File: config.mk
export PLATFORM = sky130hd
export DESIGN_NAME = mem_port_arbiter
export DESIGN_NICKNAME = d
export VERILOG_FILES = /design/src/rtl/mem_port_arbiter.sv
export SDC_FILE = /design/constraint.sdc
export NUM_CORES = 1
export LEC_CHECK = 0
export ABC_AREA = 0
export CAP_MARGIN = 20
export CORE_MARGIN = 1
export CORE_UTILIZATION = 36
export CTS_CLUSTER_SIZE = 12
export DETAILED_ROUTE_END_ITERATION = 8
export PLACE_DENSITY = 0.85
export RECOVER_POWER = 25
export SLEW_MARGIN = 30
export SYNTH_ARGS = -nofsm -noshare
export SYNTH_HDL_FRONTEND = slang
export SYNTH_SLANG_ARGS = --single-unit
export TNS_END_PERCENT = 100
File: constraint.sdc
create_clock -name clk -period 2.9 [get_ports clk]
set_input_delay 0.435 -clock clk [delete_from_list [all_inputs] [get_ports clk]]
set_output_delay 0.435 -clock clk [all_outputs]
set_load 0.03 [all_outputs]
File: src/rtl/mem_port_arbiter.sv
// mem_port_arbiter: two-port round-robin arbiter with burst lock, sharing one
// single-port memory between the read engine (port 0) and write-back engine (port 1).
module mem_port_arbiter #(
    parameter int ADDR_W   = 8,
    parameter int DATA_W   = 8,
    parameter int MAX_LOCK = 16
) (
    input  logic              clk,
    input  logic              rst,
    input  logic              req0,
    input  logic              req1,
    input  logic              we0,
    input  logic              we1,
    input  logic              lock0,
    input  logic              lock1,
    input  logic [ADDR_W-1:0] addr0,
    input  logic [ADDR_W-1:0] addr1,
    input  logic [DATA_W-1:0] wdata0,
    input  logic [DATA_W-1:0] wdata1,
    output logic              gnt0,
    output logic              gnt1,
    output logic              rvalid0,
    output logic              rvalid1,
    output logic [DATA_W-1:0] rdata,
    output logic              mem_en,
    output logic              mem_we,
    output logic [ADDR_W-1:0] mem_addr,
    output logic [DATA_W-1:0] mem_wdata,
    input  logic [DATA_W-1:0] mem_rdata,
    output logic              busy
);
    localparam int CW = $clog2(MAX_LOCK + 1);

    typedef enum logic [1:0] {IDLE, OWN0, OWN1} state_t;

    state_t        r_state;
    logic          r_last;
    logic          r_gnt0;
    logic          r_gnt1;
    logic          r_rvalid0;
    logic          r_rvalid1;
    logic [CW-1:0] r_lcnt;
    logic          w_acc0;
    logic          w_acc1;
    logic          w_cap;
    logic          w_keep0;
    logic          w_keep1;

    assign w_acc0  = r_gnt0 & req0;
    assign w_acc1  = r_gnt1 & req1;
    // Counter saturates at the cap, so an idle-period burst still yields on the first competing request
    assign w_cap   = r_lcnt == CW'(MAX_LOCK - 1);
    assign w_keep0 = req0 & lock0 & ~(req1 & w_cap);
    assign w_keep1 = req1 & lock1 & ~(req0 & w_cap);

    always_ff @(posedge clk or posedge rst) begin
        if (rst) begin
            r_state   <= IDLE;
            r_last    <= 1'b1;
            r_lcnt    <= '0;
            r_gnt0    <= 1'b0;
            r_gnt1    <= 1'b0;
            r_rvalid0 <= 1'b0;
            r_rvalid1 <= 1'b0;
        end else begin
            r_rvalid0 <= w_acc0 & ~we0;
            r_rvalid1 <= w_acc1 & ~we1;
            case (r_state)
                IDLE: begin
                    if (req0 & (~req1 | r_last)) begin
                        r_state <= OWN0;
                        r_gnt0  <= 1'b1;
                    end else if (req1) begin
                        r_state <= OWN1;
                        r_gnt1  <= 1'b1;
                    end
                end
                OWN0: begin
                    if (w_keep0) begin
                        r_lcnt <= w_cap ? r_lcnt : r_lcnt + 1'b1;
                    end else begin
                        r_last  <= 1'b0;
                        r_lcnt  <= '0;
                        r_state <= req1 ? OWN1 : IDLE;
                        r_gnt0  <= 1'b0;
                        r_gnt1  <= req1;
                    end
                end
                OWN1: begin
                    if (w_keep1) begin
                        r_lcnt <= w_cap ? r_lcnt : r_lcnt + 1'b1;
                    end else begin
                        r_last  <= 1'b1;
                        r_lcnt  <= '0;
                        r_state <= req0 ? OWN0 : IDLE;
                        r_gnt1  <= 1'b0;
                        r_gnt0  <= req0;
                    end
                end
                default: begin
                    r_state <= IDLE;
                    r_gnt0  <= 1'b0;
                    r_gnt1  <= 1'b0;
                end
            endcase
        end
    end

    assign gnt0      = r_gnt0;
    assign gnt1      = r_gnt1;
    assign rvalid0   = r_rvalid0;
    assign rvalid1   = r_rvalid1;
    assign busy      = r_state != IDLE;
    assign mem_en    = w_acc0 | w_acc1;
    assign mem_we    = r_gnt1 ? (w_acc1 & we1) : (w_acc0 & we0);
    assign mem_addr  = r_gnt1 ? addr1 : addr0;
    assign mem_wdata = r_gnt1 ? wdata1 : wdata0;
    assign rdata     = (r_rvalid0 | r_rvalid1) ? mem_rdata : '0;
endmodule

Word level (Yosys, flattened, before mapping) --
Cells that the tools add are included.
Word-level totals: memory bits (writable) 0, memories kept 0, latch bits 0, input bits 48, output and inout bits 31, bits in read-only memories 0, flip-flop bits (word level) 12
Cells by class: $mul 0, div/mod/pow operators 0, magnitude comparators 0, shifts and indexed selects 0, reductions and logical operators 7, add/sub/neg operators 1, equal/unequal tests 9, bitwise logic cells 21, muxes and demuxes 26
Operators with widths (number):
- $mux 8 | 3
- $mux 5 | 3
- $and 1x1->1 | 13
- $mux 1 | 10
- $mux 2 | 5
- $ne 2x2->1 const B | 5
- $pmux 5 s2 | 1
- $reduce_and 3->1 | 3
- $pmux 1 s3 | 2
- $pmux 2 s3 | 1
- $add 5x1->5 const B | 1
- $eq 5x4->1 const B | 1
- $not 1->1 | 5
- $reduce_and 4->1 | 1
- $reduce_bool 2->1 | 2
- $ne 3x3->1 const B | 1
- $or 1x1->1 | 3
- $eq 2x1->1 const B | 1
- $eq 2x2->1 const B | 1
- $logic_not 2->1 | 1
- $pmux 1 s2 | 1

Depth between registers and ports, before layout --
depth in word-level cells 6, depth in mapped cells 6, mapped depth without buffers 6

Least setup slack after synthesis --
No wires, ideal clock.
path type reg2out, start point reg r_gnt1, in the netlist gnt1, end point out mem_we, path slack 992 ps, stages on the path, launching flop included 3, data required time 2465 ps, data arrival time 1473 ps, cell sequence dfrtp_1 -> clkbuf_1 -> o21ai_0
Between the ends: cells in the longest elaborated chain, start to end 3
Ends and longest elaborated chain:
- start: declaration | RTL line 39 | logic r_gnt1;
- start signal: assignment | RTL line 86 | r_gnt1 <= req1;
- $and 1x1->1 | RTL line 50 | assign w_acc1 = r_gnt1 & req1;
- $and 1x1->1 | RTL line 115 | assign mem_we = r_gnt1 ? (w_acc1 & we1) : (w_acc0 & we0);
- $mux 1 (*) | RTL line 115
- end: declaration | RTL line 26 | output logic mem_we,
Every way passes the cells marked *; elsewhere a longest branch is shown, timed or not.

Worst setup path after layout --
start point in req0, end point out mem_we
Between the ends: cells in the longest elaborated chain, start to end 3
Ends and longest elaborated chain:
- start: declaration | RTL line 10 | input logic req0,
- $and 1x1->1 | RTL line 49 | assign w_acc0 = r_gnt0 & req0;
- $and 1x1->1 | RTL line 115
- $mux 1 | RTL line 115
No other way between the ends.

==> impl_metrics.yaml <==
worst_hold_path:
  min_path_type: "register to register"
cells_and_area:
  postLayoutCellArea_sq_um: 1870
  syn_to_final_growth_pct: 80.3
  antenna_cells: 0
  final_core_util: 0.683
  drive_above_1_share: 0.141
  layout.nets: 245
sta:
  hold_viol: 0
  period_share: 0.873
  tightest_slew_ns: 0.525
  max_slew_margin: 0.648
  rsz0062_at_grt: "no"
  fmax_mhz: 395
  clock_skew_ns: 0.00410
  finalSetupViolations: 0
  setup-tns-final_ns: 0
  fin_ws_ns: 0.368
  fin_crit_ns: 2.53
  drv_slew: 0
clock_network:
  cts_tree: "done"
  cts.sinks: 12
  cts-resized-gates: 0
  root_buffer: "clkbuf_4"
  clkLatencyLatePin_ns: 0.27
  cts_hold_buf: 0
  clkTransAtPathRegs_ns: 0.07
  h-tree-depth: 1
  post_cts.repair.setup_buffers: 0
  numCtsBuffers: 3
  clk_path_buf_depth: 2
critical_path:
  crit_type: "input port to output pin"
  cp_data_required_time_ns: 2.47
  arrival_ns: 2.10
  cp-end-kind: "output pin"
  path_max_fanout: 8
  critPathLaunchType: "input port"
routing:
  met1Wirelength_mm: 1.40
  routed-via-count: 1160
  drtAntennaViolNets: 0
  wl_met3_um: 266
  maxUsedRoutingLayer: "met4"
  dr_wl_met2_mm: 1.90
  drt_iter0_drc: 29
  wire_per_inst_um: 16.2
  drtPass1Iterations: 4
  wl_mm: 3.60
  via_per_inst: 5.23
  drc: 0
grt:
  grt_pass1_wl_mm: 5.62
  grt_max_degree: 18
  grt_overflow: 0
  antenna_found_initial: 0
  grt_util_all_layers: 0.234
  grt_pass1_vias: 1102
floorplanning:
  core-area_sq_um: 2730
  row_count: 19
  start_util: 0.379
  die_w_um: 55.6
  ios: 79
  dieArea_sq_um: 3100
  die_y_um: 55.6
place:
  place_hpwl_mm: 2.94
  post_dp_cell_area_sq_um: 1830
  portBuffers: 78
  post-place-ws_ns: 0.440
  routabilityCongestion: 0.865
logic_synthesis:
  syn_inst: 114
  netlist-cell-type-count: 34
  syn_area_sq_um: 1040
  synth_warnings: 0
  avgSynthCellArea_sq_um: 9.09
  synth_fp_nets: 167
  ys_seq_area_frac: 0.291
  ys_ff_latch: 12
pwr:
  power.density_nw_per_um2: 776
  ir_drop_mv: 0.593
  leakagePower_nw: 0.748
status:
  status: "finished, final reports clean"
job:
  drv_cap: 0
-- registers in the layout, indices dropped and copies added (netlist names) --
register  cells
gnt1          1
r_lcnt        5
rvalid1       1
rvalid0       1
r_last        1
r_state       2
gnt0          1
-- worst paths after layout --
kind	from	end	slack [ns]	cells after the start
worst min-delay path	r_last	r_last	0.53	2
worst min register to register	r_last	r_last	0.53	2
max in group asynchronous	rst	r_last	1.94	2
min in group asynchronous	rst	gnt1	0.61	2
worst max register to register	r_lcnt[0]	r_lcnt[1]	0.92	5
worst max-delay path	req0	mem_we	0.37	4
-- cells in the mapped netlist, drive strengths merged --
cell type | n | area [sq um]
inv | 9 | 33.8
a211o | 1 | 17.5
o21ai | 8 | 43.8
nand3 | 8 | 40.0
nor3b | 1 | 7.51
mux2 | 18 | 210
and4b | 1 | 10.0
a21boi | 3 | 22.5
buf | 3 | 20.0
nand4 | 1 | 6.26
clkbuf | 3 | 11.3
nand2 | 9 | 33.8
o311a | 1 | 21.3
a2bb2o | 2 | 20.0
a211oi | 1 | 7.51
nor2 | 3 | 11.3
o31ai | 1 | 7.51
dfrtp | 11 | 275
o22ai | 1 | 6.26
nand4b | 1 | 8.76
nor2b | 9 | 56.3
dfstp | 1 | 26.3
a31oi | 1 | 6.26
nor3 | 1 | 5.00
a21oi | 7 | 35.0
and3 | 1 | 6.26
or3 | 1 | 6.26
ha | 5 | 62.6
a41oi | 2 | 17.5
-- routing by layer --
layer  track usage  up-vias
met5             0        -
met2         0.420       49
met1         0.273      540
li1              -      565
met3        0.0721        6
met4        0.0500        0
-- where the power goes --
part / leakage [nW] / total [mW] / switching, mW / internal, mW
sequential: 0.155 / 0.283 / 0.0599 / 0.223
clock: 0.0210 / 0.131 / 0.0542 / 0.0763
combinational: 0.571 / 1.04 / 0.554 / 0.481
-- layout by cell type, fill, tap and decap left out, types with 5 or more instances in the layout --
cell             netlist  routed
nand2_1                9       9
inv_1                  9       9
dfrtp_1               11      11
clkdlybuf4s50_1        0      76
ha_1                   5       5
a21oi_1                7       7
nor2b_1                9       9
nand3_1                8       8
mux2_2                16      16
o21ai_0                7       7
-- layout make-up --
cell class                      instances  area [sq um]
Fill cell                             215           866
Timing Repair Buffer                   79           788
Multi-Input combinational cell         87           669
Sequential cell                        12           302
Tap cell                               31          38.8
Clock buffer                            4          36.3
Inverter                                9          33.8
-- cell families after synthesis --
| kind of cell | Yosys count | synth area share |
|---|---|---|
| muxes | 18 | 0.203 |
| AOI/OAI and AO/OA | 28 | 0.198 |
| buffers and inverters | 15 | 0.0628 |
| and+or+nand+nor | 36 | 0.185 |
| DFF | 12 | 0.291 |
| adders and majority gates | 5 | 0.0604 |
-- critical path, cell delays in order --
cell and delay, ns:
dlygate4sd3_1 0.70, nand3_1 0.10, o21ai_0 0.16, clkdlybuf4s50_1 0.69
-- per-stage QoR --
| step | power [mW] | hold WS, ns | std cells |
|---|---|---|---|
| 2_1_floorplan | 0.920 | 0.299 | 114 |
| 3_3_place_gp | 1.28 | 0.463 | 218 |
| 3_5_place_dp | 1.31 | 0.482 | 218 |
| 4_1_cts | 1.45 | 0.488 | 222 |
| 5_1_grt | 1.53 | 0.557 | 222 |
| 6_report | 1.45 | 0.525 | 222 |
Note: power is estimated with default switching activity, not from simulation.
